### src/rtl/jtdsp16_icache.sv
// jtdsp16_icache -- instruction fetch register and DSP16 do/redo loop cache.
//
// In IDLE every ROM word is registered straight through to the decoder.
// A `do` captures the N body words into a small local cache while they stream
// past (LOAD). The remaining K-1 passes are then replayed from the cache with
// the program counter frozen (REPLAY). A `redo` replays the cached body K
// times without touching ROM.
//
// Configuration macro: JTDSP16_REDO_EN
//   defined   : redo_en starts a replay of the cached body.
//   undefined : redo_en is ignored; do behaviour is unchanged.
module jtdsp16_icache #(
  parameter int CW = 4
) (
  input  logic        clk,
  input  logic        rst_n,
  input  logic        cen,
  input  logic [15:0] rom_addr,
  input  logic [15:0] rom_data,
  input  logic        do_en,
  input  logic        redo_en,
  input  logic [3:0]  do_ni,
  input  logic [6:0]  do_k,
  output logic [15:0] instr,
  output logic        instr_ok,
  output logic        pc_hold,
  output logic        irq_mask,
  output logic [15:0] loop_start
);

  localparam logic [1:0] ST_IDLE   = 2'd0;
  localparam logic [1:0] ST_LOAD   = 2'd1;
  localparam logic [1:0] ST_REPLAY = 2'd2;

  localparam int DEPTH = (1 << CW) - 1;

  logic [1:0]    state_q, state_d;
  logic [CW-1:0] idx_q, idx_d;
  logic [6:0]    cnt_q, cnt_d;
  logic [3:0]    ni_q, ni_d;
  logic [6:0]    k_q, k_d;
  logic [15:0]   loop_start_q, loop_start_d;
  logic [15:0]   instr_q, instr_d;
  logic          instr_ok_q, instr_ok_d;

  // Loop body storage; no reset so it can map onto plain RAM.
  logic [15:0]   cache_q [DEPTH];
  logic          cache_we;

  logic          last_idx;
  logic          do_ok;
  logic          redo_ok;

  // Body index has reached the final instruction of the stored body.
  assign last_idx = (idx_q == CW'(ni_q - 4'd1));

  // A do with an empty body is a no-op.
  assign do_ok = do_en && (do_ni != 4'd0);

`ifdef JTDSP16_REDO_EN
  // redo needs a previously captured body and a non-zero count; a
  // simultaneous do always takes priority.
  assign redo_ok = redo_en && !do_en && (ni_q != 4'd0) && (do_k != 7'd0);
`else
  logic unused_redo;
  assign unused_redo = redo_en;
  assign redo_ok     = 1'b0;
`endif

  // Next-state logic for the loop controller and the instruction register.
  always_comb begin
    state_d      = state_q;
    idx_d        = idx_q;
    cnt_d        = cnt_q;
    ni_d         = ni_q;
    k_d          = k_q;
    loop_start_d = loop_start_q;
    instr_d      = instr_q;
    instr_ok_d   = instr_ok_q;
    cache_we     = 1'b0;

    case (state_q)
      ST_IDLE: begin
        instr_d    = rom_data;
        instr_ok_d = 1'b1;
        if (do_ok) begin
          ni_d         = do_ni;
          k_d          = do_k;
          loop_start_d = rom_addr;
          idx_d        = '0;
          state_d      = ST_LOAD;
        end else if (redo_ok) begin
          cnt_d   = do_k;
          idx_d   = '0;
          state_d = ST_REPLAY;
        end
      end

      ST_LOAD: begin
        // First pass: words come from ROM and are copied into the cache.
        instr_d  = rom_data;
        cache_we = 1'b1;
        if (last_idx) begin
          idx_d = '0;
          if (k_q <= 7'd1) begin
            state_d = ST_IDLE;
          end else begin
            cnt_d   = k_q - 7'd1;
            state_d = ST_REPLAY;
          end
        end else begin
          idx_d = idx_q + CW'(1);
        end
      end

      ST_REPLAY: begin
        // Later passes: words come from the cache while the PC is frozen.
        instr_d = cache_q[idx_q];
        if (last_idx) begin
          idx_d = '0;
          cnt_d = (cnt_q != 7'd0) ? cnt_q - 7'd1 : 7'd0;
          if (cnt_q <= 7'd1) begin
            state_d = ST_IDLE;
          end
        end else begin
          idx_d = idx_q + CW'(1);
        end
      end

      default: begin
        state_d = ST_IDLE;
        idx_d   = '0;
      end
    endcase
  end

  // Controller registers; reset aborts any loop in progress at once.
  always_ff @(posedge clk or negedge rst_n) begin
    if (!rst_n) begin
      state_q      <= ST_IDLE;
      idx_q        <= '0;
      cnt_q        <= 7'd0;
      ni_q         <= 4'd0;
      k_q          <= 7'd0;
      loop_start_q <= 16'd0;
      instr_q      <= 16'd0;
      instr_ok_q   <= 1'b0;
    end else if (cen) begin
      state_q      <= state_d;
      idx_q        <= idx_d;
      cnt_q        <= cnt_d;
      ni_q         <= ni_d;
      k_q          <= k_d;
      loop_start_q <= loop_start_d;
      instr_q      <= instr_d;
      instr_ok_q   <= instr_ok_d;
    end
  end

  // Cache write port, active only while the body streams through in LOAD.
  always_ff @(posedge clk) begin
    if (cen && cache_we) begin
      cache_q[idx_q] <= rom_data;
    end
  end

  assign instr      = instr_q;
  assign instr_ok   = instr_ok_q;
  assign loop_start = loop_start_q;
  assign pc_hold    = (state_q == ST_REPLAY);
  assign irq_mask   = (state_q == ST_LOAD) || (state_q == ST_REPLAY);

endmodule
### config.mk
export PLATFORM = sky130hd
export DESIGN_NAME = jtdsp16_icache
export DESIGN_NICKNAME = d
export VERILOG_FILES = /design/src/rtl/jtdsp16_icache.sv
export SDC_FILE = /design/constraint.sdc
export NUM_CORES = 1
export LEC_CHECK = 0
export CAP_MARGIN = 20
export CORE_ASPECT_RATIO = 0.6
export CORE_MARGIN = 2
export CORE_UTILIZATION = 45
export DETAILED_ROUTE_END_ITERATION = 7
export PLACE_DENSITY = 0.74
export SYNTH_ARGS = -nofsm -noshare
export SYNTH_HDL_FRONTEND = slang
export SYNTH_SLANG_ARGS = --single-unit
### constraint.sdc
create_clock -name clk -period 2.9 [get_ports clk]
set_input_delay 0.29 -clock clk [delete_from_list [all_inputs] [get_ports clk]]
set_output_delay 0.29 -clock clk [all_outputs]
set_load 0.05 [all_outputs]
* Yosys cells after proc, flatten, opt, wreduce, memory -nomap -nowiden
Memory sizes are Yosys's and may differ from the RTL's. Cells that the tools add are included.
Storage, ports and cells: word-level logic and storage cells 57, RAM bits 240, bits in registers 57, memories kept 1, input port bits 48
Cells by class: magnitude comparators 2, add/subtract/negate cells 4, muxes and demuxes 18, eq/ne operators 8, reductions and logical operators 16
Memory list:
- cache_q | depth 15, bits a word 16, rd ports 1, clocked after memory_dff 0, wr ports 1, line 47 | logic [15:0] cache_q [DEPTH];
Operator list (count):
- $pmux 16 s2 | 1
- $mux 7 | 4
- $le 7x1->1 const B | 2
- $pmux 7 s2 | 1
- $sub 7x1->7 const B | 2
- $mux 2 | 5
- $reduce_and 5->1 | 2
- $mux 4 | 2
- $pmux 4 s2 | 1
- $reduce_bool 7->1 | 1
- $ne 2x2->1 const B | 3
- $pmux 2 s3 | 1
- $reduce_and 2->1 | 3
- $add 4x1->4 const B | 1
- $eq 4x4->1 | 1
- $ne 2x1->1 const B | 2
- $reduce_bool 2->1 | 2
- $reduce_bool 4->1 | 1
- $reduce_or 2->1 | 2
- $sub 4x1->4 const B | 1
- $mux 1 | 3
- $reduce_and 3->1 | 1
- $eq 2x1->1 const B | 1
- $eq 2x2->1 const B | 1
- other kinds (3) | 4

* Longest topological paths before layout
Gate-level depths: netlist of run 1.
depth in word-level cells 5, mapped depth 9

* Least setup slack after synthesis of run 1
No wires, ideal clock.
path kind reg-to-reg, from register idx_q[0], to memory cache_q[2][0] (enable), slack 0.011 ns, library setup time 0.409 ns, arrival time 2.479 ns, path buffers 3, data required time 2.491 ns, stages on the path, launching flop included 8, cells stage by stage dfrtp_1 -> buf_4 -> buf_4 -> buf_4 -> inv_2 -> ha_1 -> nand3_1 -> nor3_1
RTL lines:
- from (decl) | line 38 | logic [CW-1:0] idx_q, idx_d;
- from (signal assigned) | line 150 | idx_q <= idx_d;
- to (decl) | line 47
Straight into the memory's write port.

* Final worst setup path of run 1
from register state_q[1], to output port irq_mask
Between the ends: word-level cells in the longest chain between the ends 2, elaborated cells on any way between the ends 3, those cells by class 2 x eq/ne; 1 x reduce/logical
RTL lines:
- from (decl) | line 37 | logic [1:0] state_q, state_d;
- from (signal assigned) | line 149 | state_q <= state_d;
- $eq 2x1->1 / $eq 2x2->1 (equally long branches) | line 171 | assign irq_mask = (state_q == ST_LOAD) || (state_q == ST_REPLAY);
- $logic_or 1x1->1 * | line 171
- to (decl) | line 27 | output logic irq_mask,
Mark *: on every way between the ends. The rest lies on a longest branch, timed or not.

==> flow_metrics.tcl, run 1 <==
set metrics [dict create \
    finalPower_w 0.01125 \
    rows 46 \
    drc_errors 0 \
    vias 6934 \
    max-cap-violations 0 \
    htreeDepth 1 \
    num_io_pins 83 \
    drtIter0Drc 833 \
    cts_sinks 297 \
    port_buffers 81 \
    die_h_um 131.8 \
    cellPowerDensity_nw_per_um2 774.6 \
    hold_path.startpoint "do_k[0]" \
    wl_um 27590 \
    async_reset_ff_share_pct 19.19 \
    crit_type "flop to primary output" \
    cp_slowest_cell "clkdlybuf4s50_1" \
    fillers 2088 \
    clkLatencyLatePin_ps 540 \
    ys_warn_count 0 \
    critPathMaxStageDelay_ps 850 \
    cp_max_fo 5 \
    rsz0062_at_grt "no" \
    fin_nets 899 \
    synth_cells 723 \
    skew_ps 13.67 \
    hold_violations 0 \
    leakagePower_nw 5.106 \
    dieArea_um2 28610 \
    status "finished clean" \
    reg2reg_depth 7 \
    hpwl_um 17570 \
    critical_path_arrival_ps 2280 \
    syn_to_final_growth_pct 18.49 \
    post_drt_via_cell_ratio 5.684 \
    dr.pass1.iters 5 \
    syn-num-nets 784 \
    end_kind "primary output" \
    first_global_vias 6804 \
    syn_avg_cell_area_um2 16.95 \
    core_um2 26590 \
    setup_viol 0 \
    cp_cell_sequence "inv_1 > ha_1 > clkdlybuf4s50_1" \
    holdPathStages 3 \
    fmax_mhz 388.9 \
    cts_buffer_depth 3 \
    grt_pass1_wl_um 42430 \
    critPathLaunchType "flop" \
    cts_setup_buffers 0 \
    synth_top_flop_cell "edfxtp_1" \
    tightestPinTransition_ps 779.2 \
    report.final.slew_viol_count 0 \
    drive_above_1_share_pct 20.37 \
    initial_core_util_pct 46.08 \
    ys_ff_latch 297 \
    postCtsHoldBufs 1 \
    root_buffer "clkbuf_16" \
    grt-ovfl-total 0 \
    yosysSeqAreaShare_pct 70.46 \
    ir_drop_uv 413.3 \
    grt_max_degree 66 \
    place.gp.congestion 0.8269 \
    cts_tree "yes" \
    syn_area_um2 12250 \
    reg2reg_to "instr[12]" \
    ctsResizeCount 0 \
    antenna_left 0 \
    slew_headroom_pct 48.06 \
    required_ps 2610 \
    synth.distinct_cells 58 \
    min_period_over_period_pct 88.66 \
    cts_buffers 27 \
    min_to "k_q[0]" \
    globalRouteTotalUtil_pct 19.48 \
    path_clk_slew_ps 70 \
    r2r_start "idx_q[1]" \
    synth_edf_count 240 \
    die_w_um 217.0 \
    wl_per_cell_um 22.61 \
    period_minus_slack_ps 2571 \
    antenna_found_initial 1 \
    hp-class "input port to flop" \
    ff2ff_setup_slack_ps 510 \
    final.setup.tns_ps 0 \
]
worst max-delay path by stage:
stage,endpoint,slack (ps),startpoint,cells past startpoint
global route,irq_mask,260,state_q[1],3
finish,irq_mask,330,state_q[1],3
global placement,instr[11],540,idx_q[1],7
CTS,irq_mask,330,state_q[1],3
floorplan,cache_q[2][0],10,idx_q[0],7
detailed placement,instr[11],490,idx_q[1],7
cell usage after synthesis, drive strengths merged, types with 6 or more instances:
master  number  share of area [%]
buf         27                1.7
nor2        24               0.74
dfrtp       57                 12
clkbuf      13               0.40
nand2b       8               0.41
a21oi       29                1.2
o311ai       9               0.64
o41ai        7               0.68
and2         6               0.31
xnor2        6               0.43
nor3         8               0.33
mux2i       27                2.2
o21ai       25                1.0
edfxtp     240                 59
nand2       44                1.4
a211oi      12               0.74
inv         13               0.40
ha          13                1.3
nor3b       11               0.67
o22ai       13               0.71
mux2        35                3.2
xor2         6               0.43
mux4        39                7.5
o31ai       13               0.84
nand3       11               0.45
critical path, delay by kind of cell (launching register included):
kind                       cells  cell delay (ps)
buffers and inverters          2              950
adders and majority gates      1              380
DFF                            1              420
where the power goes:
group	internal (W)	leakage, nW	switching, W
Sequential	0.00478	2.88	0.000272
Clock	0.00192	0.402	0.00150
Combinational	0.00116	1.82	0.00161
Total	0.00786	5.11	0.00339
registers in the layout, summed over array words and instances (netlist names):
register    count
cache_q       240
cnt_q           7
idx_q           4
instr          16
instr_ok        1
k_q             7
loop_start     16
ni_q            4
state_q         2
cell usage in the layout, fill, tap and decap left out, types with 4 or more instances in the layout:
cell type	netlist	final
mux2_2	35	35
o31ai_1	12	12
clkbuf_16	0	27
o311ai_1	8	8
nor2_1	24	12
inv_1	11	11
a211oi_1	12	12
nand2_1	43	43
buf_4	7	42
o21ai_0	23	23
and2_1	6	6
nand2b_1	8	8
edfxtp_1	240	240
xor2_1	6	6
mux2i_1	27	27
mux4_1	11	11
nor2_2	0	12
dfrtp_1	57	54
nand3_1	11	11
clkdlybuf4s50_1	0	79
nor3b_1	11	11
o41ai_1	4	4
clkinv_1	0	6
clkbuf_1	13	10
nor3_1	8	4
o22ai_1	12	12
nor3_2	0	4
xnor2_1	6	6
a21oi_1	28	28
mux4_2	28	28
ha_1	13	13
layer usage:
metal / up-vias / routed length [um] / track usage (%)
met5: - / 0 / 0
met4: 0 / 440 / 3.615
met3: 45 / 2327 / 4.245
met2: 260 / 12250 / 28.61
met1: 3549 / 12570 / 30.17
li1: 3080 / - / -
area by class of cell:
type                    count  area [um2]  share of cell area (%)
repair buffers            126        1181                   8.135
multi-input cells         373        3361                   23.15
flip-flops and latches    297        8640                   59.51
clock inverters            12       108.9                  0.7497
well taps                 360       450.4                   3.102
diodes                      1       2.502                 0.01724
clock buffers              38       726.9                   5.007
inverters                  13       48.80                  0.3361
stage by stage:
stage	std cells	util (%)	hold slack, ps	worst slack, ps	instance area [um2]
detailed placement	1168	51.41	408.3	492.6	13670
finish	1220	54.60	328.3	328.8	14520
CTS	1219	54.59	308.3	329.9	14520
global route	1219	54.59	325.5	259.9	14520
floorplan	723	-	-5.591	11.34	12250
global placement	1168	51.41	405.3	535.7	13670
kinds of logic (layout without fill, tap and decap cells):
logic type | after synthesis | in the layout | share of synthesized area [%]
DFF | 297 | 297 | 70.46
muxes | 101 | 101 | 12.93
adders and majority gates | 13 | 13 | 1.328
AOI/OAI and AO/OA | 121 | 121 | 6.719
other | 0 | 1 | 0
and+or+nand+nor | 126 | 126 | 5.188
xor gates and xnor gates | 12 | 12 | 0.8577
buffers and inverters | 53 | 189 | 2.522
Power figures use the tool's default switching activity.
==> run 2: changes to the inputs <==
==> constraint.sdc (replaced) <==
create_clock -name clk -period 2.9 [get_ports clk]
set_input_delay 0.29 -clock clk [delete_from_list [all_inputs] [get_ports clk]]
set_output_delay 0.29 -clock clk [all_outputs]
set_load 0.01 [all_outputs]
==> run 2 against run 1 <==
  * Sequential power about the same
  * Die area unchanged
  * Clock skew increased by 1.9 ps
  * Largest cell class unchanged
==> flow_metrics.tcl, run 2 (same netlist as run 1, synthesis figures left out) <==
set metrics [dict create \
    skew_ps 15.57 \
    report.final.slew_viol_count 0 \
    path_clk_slew_ps 70 \
    ir_drop_uv 424.2 \
    cts_buffers 28 \
    vias 6976 \
    critical_path_arrival_ps 2110 \
    antenna_left 0 \
    fin_nets 899 \
    final_common_cell "edfxtp_1" \
    ctsResizeCount 0 \
    cellPowerDensity_nw_per_um2 775.4 \
    syn_to_final_growth_pct 19.73 \
    cts_buffer_depth 3 \
    dr.pass1.iters 5 \
    rows 46 \
    largest_register_ffs 240 \
    end_kind "primary output" \
    max-cap-violations 0 \
    r2r_start "idx_q[1]" \
    die_w_um 217.0 \
    drc_errors 0 \
    hp-class "input port to flop" \
    cts_tree "yes" \
    critPathMaxStageDelay_ps 590 \
    htreeDepth 1 \
    drtIter0Drc 916 \
    root_buffer "clkbuf_16" \
    period_minus_slack_ps 2398 \
    antenna_found_initial 1 \
    final.setup.tns_ps 0 \
    min_to "k_q[0]" \
    wl_per_cell_um 23.13 \
    cp_max_fo 21 \
    first_global_vias 6988 \
    wl_um 28220 \
    status "finished clean" \
    crit_type "flop to primary output" \
    dieArea_um2 28610 \
    top_register "cache_q" \
    reg2reg_depth 4 \
    finalPower_w 0.01137 \
    fmax_mhz 417.0 \
    fillers 2057 \
    post_drt_via_cell_ratio 5.718 \
    slew_headroom_pct 54.53 \
    worst_slack_ps 502.2 \
    cp_cell_sequence "inv_1 > ha_1 > buf_4 > clkdlybuf4s50_1" \
    grt_max_degree 66 \
    hold_ws_ps 299.2 \
    reg2reg_to "instr[9]" \
    num_io_pins 83 \
    leakagePower_nw 5.168 \
    hold_path.startpoint "do_k[0]" \
    cp_slowest_cell "clkdlybuf4s50_1" \
    worst-path-buf-inv 3 \
    globalRouteTotalUtil_pct 20.07 \
    rsz0062_at_grt "no" \
    ff2ff_setup_slack_ps 600 \
    holdPathStages 3 \
    hpwl_um 17670 \
    min_period_over_period_pct 82.68 \
    final_cell_mix "edfxtp_1 (240), clkdlybuf4s50_1 (80), dfrtp_1 (54)" \
    cts_sinks 297 \
    setup_viol 0 \
    port_buffers 81 \
    core_um2 26590 \
    drive_above_1_share_pct 21.30 \
    tightestPinTransition_ps 682.1 \
    die_h_um 131.8 \
    hold_violations 0 \
    initial_core_util_pct 46.08 \
    clkLatencyLatePin_ps 550 \
    required_ps 2610 \
    critPathLaunchType "flop" \
    place.gp.congestion 0.8002 \
    crit_family "buffers and inverters" \
    grt_pass1_wl_um 43380 \
    grt-ovfl-total 0 \
    place_worst_setup_slack_ps 593.4 \
]
run 2: cell types whose count changed in the layout (fill, tap and decap cells not counted), moves of 2 or more:
| cell | before | now |
|---|---|---|
| clkinv_1 | 6 | 3 |
| clkinvlp_4 | 1 | 4 |
| clkbuf_16 | 27 | 29 |
| buf_4 | 42 | 39 |
| bufinv_16 | 2 | 5 |
| clkbuf_1 | 10 | 4 |
run 2: timing repair:
| action | in CTS | in global routing |
|---|---|---|
| buffers inserted | 0 | 0 |
| hold buffers | 1 | 0 |
| hold endpoints to repair | 27 | 0 |
run 2: stage by stage:
step / cell area [um2] / std cells / util, %
after floorplan: 12250 / 723 / -
after global placement: 13680 / 1167 / 51.44
after detailed placement: 13680 / 1167 / 51.44
after CTS: 14670 / 1219 / 55.16
after global routing: 14670 / 1219 / 55.16
final: 14670 / 1220 / 55.17
run 2: report_power, final:
| part | switching [W] | leakage (nW) | internal, W |
|---|---|---|---|
| combinational | 0.00129 | 1.82 | 0.00118 |
| sequential | 0.000262 | 2.88 | 0.00478 |
| clock | 0.00155 | 0.464 | 0.00232 |
run 2: worst max-delay path by stage:
stage / start / to / slack [ps] / depth (start not counted)
after floorplan: idx_q[0] / cache_q[2][0] / 10 / 7
after global placement: cen / state_q[1] / 610 / 5
after detailed placement: cen / state_q[1] / 590 / 5
after CTS: state_q[0] / pc_hold / 490 / 4
after global routing: state_q[0] / pc_hold / 410 / 4
final: state_q[0] / pc_hold / 500 / 4
run 2: layer usage:
| layer | global-route usage [%] | routed length [um] |
|---|---|---|
| met4 | 4.566 | 491 |
| met1 | 30.14 | 12560 |
| met5 | 0 | 0 |
| met2 | 29.61 | 12540 |
| met3 | 5.075 | 2627 |
run 2: worst min-delay path, cell delays in order:
cell	delay, ps
clkdlybuf4s50_1	390
nand2_1	50
o21ai_0	70
run 2: area by class of cell:
type	instances	area, um2	area share (%)
multi-input cells	373	3361	22.91
clock inverters	16	211.5	1.441
inverters	13	48.80	0.3326
repair buffers	125	1189	8.102
diodes	1	2.502	0.01706
clock buffers	35	768.2	5.237
well taps	360	450.4	3.070
flip-flops and latches	297	8640	58.89
==> run 3: changes to the inputs <==
- PLACE_DENSITY: 0.74 -> 0.72
- clock period: 2.9 -> 2.29 ns (I/O delays scaled with it)
==> run 3 against run 2 <==
  * Worst hold slack worse by 73 ps
  * Clock skew fell by 4.0 ps
  * Die area unchanged
  * Critical endpoint is now cache_q[9][4]
  * Global-route usage up 0.22 points
  * Critical path type is now flop to flop
  * Largest cell class unchanged
==> flow_metrics.tcl, run 3 (same netlist as run 1, synthesis figures left out) <==
set metrics [dict create \
    status "finished clean" \
    end_kind "flop" \
    diodes 0 \
    fin_nets 929 \
    setup_viol 0 \
    wl_per_cell_um 22.85 \
    cp_slowest_cell "dfrtp_4" \
    final.setup.tns_ps 0 \
    gr-usage-met2_pct 28.01 \
    crit_type "flop to flop" \
    place_area_um2 13980 \
    worst-path-buf-inv 2 \
    ir_drop_uv 709.8 \
    die_h_um 131.8 \
    hold_violations 0 \
    wl_um 28560 \
    grt_busiest_layer "met1" \
    final_cell_mix "edfxtp_1 (240), clkdlybuf4s50_1 (79), buf_4 (64)" \
    stdcell_count 1250 \
    leakagePower_nw 5.311 \
    report.final.slew_viol_count 0 \
    port_buffers 81 \
    cts_tree "yes" \
    htreeDepth 1 \
    final_common_cell "edfxtp_1" \
    largest_register_ffs 240 \
    top_register "cache_q" \
    critical_path_arrival_ps 2440 \
    drtIter0Drc 815 \
    syn_to_final_growth_pct 21.42 \
    fin_area_um2 14880 \
    dieArea_um2 28610 \
    multiInputGateArea_um2 3379 \
    cp-startpoint "idx_q[1]" \
    clkLatencyLatePin_ps 540 \
    period_minus_slack_ps 2194 \
    reg2reg_to "cache_q[9][4]" \
    rows 46 \
    met1_usage_pct 33.28 \
    cts_buffer_depth 3 \
    finalPower_w 0.01414 \
    worst_slack_ps 96.06 \
    drive_above_1_share_pct 23.03 \
    cp_cell_sequence "inv_2 > ha_1 > nand3_1 > nor2_1 > buf_12" \
    die_w_um 217.0 \
    antenna_found_initial 0 \
    place.gp.congestion 0.7861 \
    required_ps 2540 \
    post_drt_via_cell_ratio 5.669 \
    path_clk_slew_ps 60 \
    r2r_start "idx_q[1]" \
    reg2reg_depth 5 \
    initial_core_util_pct 46.08 \
    vias 7086 \
    first_global_vias 6928 \
    rsz0062_at_grt "no" \
    root_buffer "clkbuf_16" \
    cts_buffers 28 \
    placedCellCount 1197 \
    cp_max_fo 20 \
    slew_headroom_pct 57.74 \
    ff2ff_setup_slack_ps 100 \
    min_period_over_period_pct 95.81 \
    num_io_pins 83 \
    globalRouteTotalUtil_pct 20.28 \
    grt_use_met3_pct 4.152 \
    grt-ovfl-total 0 \
    core_um2 26590 \
    cts_sinks 297 \
    fillers 2092 \
    tightestPinTransition_ps 631.8 \
    hpwl_um 18650 \
    skew_ps 11.54 \
    critPathLaunchType "flop" \
    hp-class "input port to asynchronous set/reset pin" \
    fmax_mhz 455.8 \
    crit_family "flip-flops" \
    antenna_left 0 \
    place_worst_setup_slack_ps 108.3 \
    max-cap-violations 0 \
    grt_max_degree 58 \
    critPathMaxStageDelay_ps 640 \
    grt_pass1_wl_um 43500 \
    drc_errors 0 \
    seq_area_um2 8640 \
    dr.pass1.iters 5 \
    cellPowerDensity_nw_per_um2 950.6 \
]
## run 3: final cells by class
cell class,instances,area share [%]
clock buffer,44,5.458
sequential,297,58.07
tap,360,3.028
inverter,13,0.3280
clock inverter,8,0.4625
timing repair buffer,155,9.940
multi-input combinational,373,22.71
## run 3: worst reg2reg max path: cells and delay by family, from the launching register on
kind	cells	cell delay, ps
and+or+nand+nor	2	600
DFF	1	640
buffers and inverters	2	470
adders and majority gates	1	190
## run 3: how the worst max path moves through the flow
stage | slack, ps | depth (start not counted) | end
2_1_floorplan | -180 | 7 | cache_q[10][0]
3_3_place_gp | 150 | 4 | instr[4]
3_5_place_dp | 110 | 4 | instr[4]
4_1_cts | 20 | 3 | irq_mask
5_1_grt | 20 | 5 | cache_q[9][4]
6_report | 100 | 5 | cache_q[9][4]
## run 3: per-layer routing
layer	vias to the layer above	wire length, um
met1	3616	13640
met5	-	0
met2	289	12110
li1	3141	-
met4	0	400
met3	40	2408
## run 3: per-stage QoR
| stage | hold WS (ps) | util (%) |
|---|---|---|
| 3_3_place_gp | 277.0 | 52.56 |
| 6_report | 225.9 | 55.95 |
| 2_1_floorplan | -66.59 | - |
| 3_5_place_dp | 278.0 | 52.56 |
| 4_1_cts | 226.8 | 55.92 |
| 5_1_grt | 244.1 | 55.95 |
## run 3: report_power, final
part           internal [W]  switching [W]
combinational       0.00159        0.00170
clock               0.00255        0.00194
sequential          0.00605       0.000316
## run 3: repair_timing
item	in CTS	in global routing
hold buffers	1	0
setup endpoints to repair	1	2
endpoints found under the hold margin	57	0
setup buffers	0	0
gates resized for setup	1	2
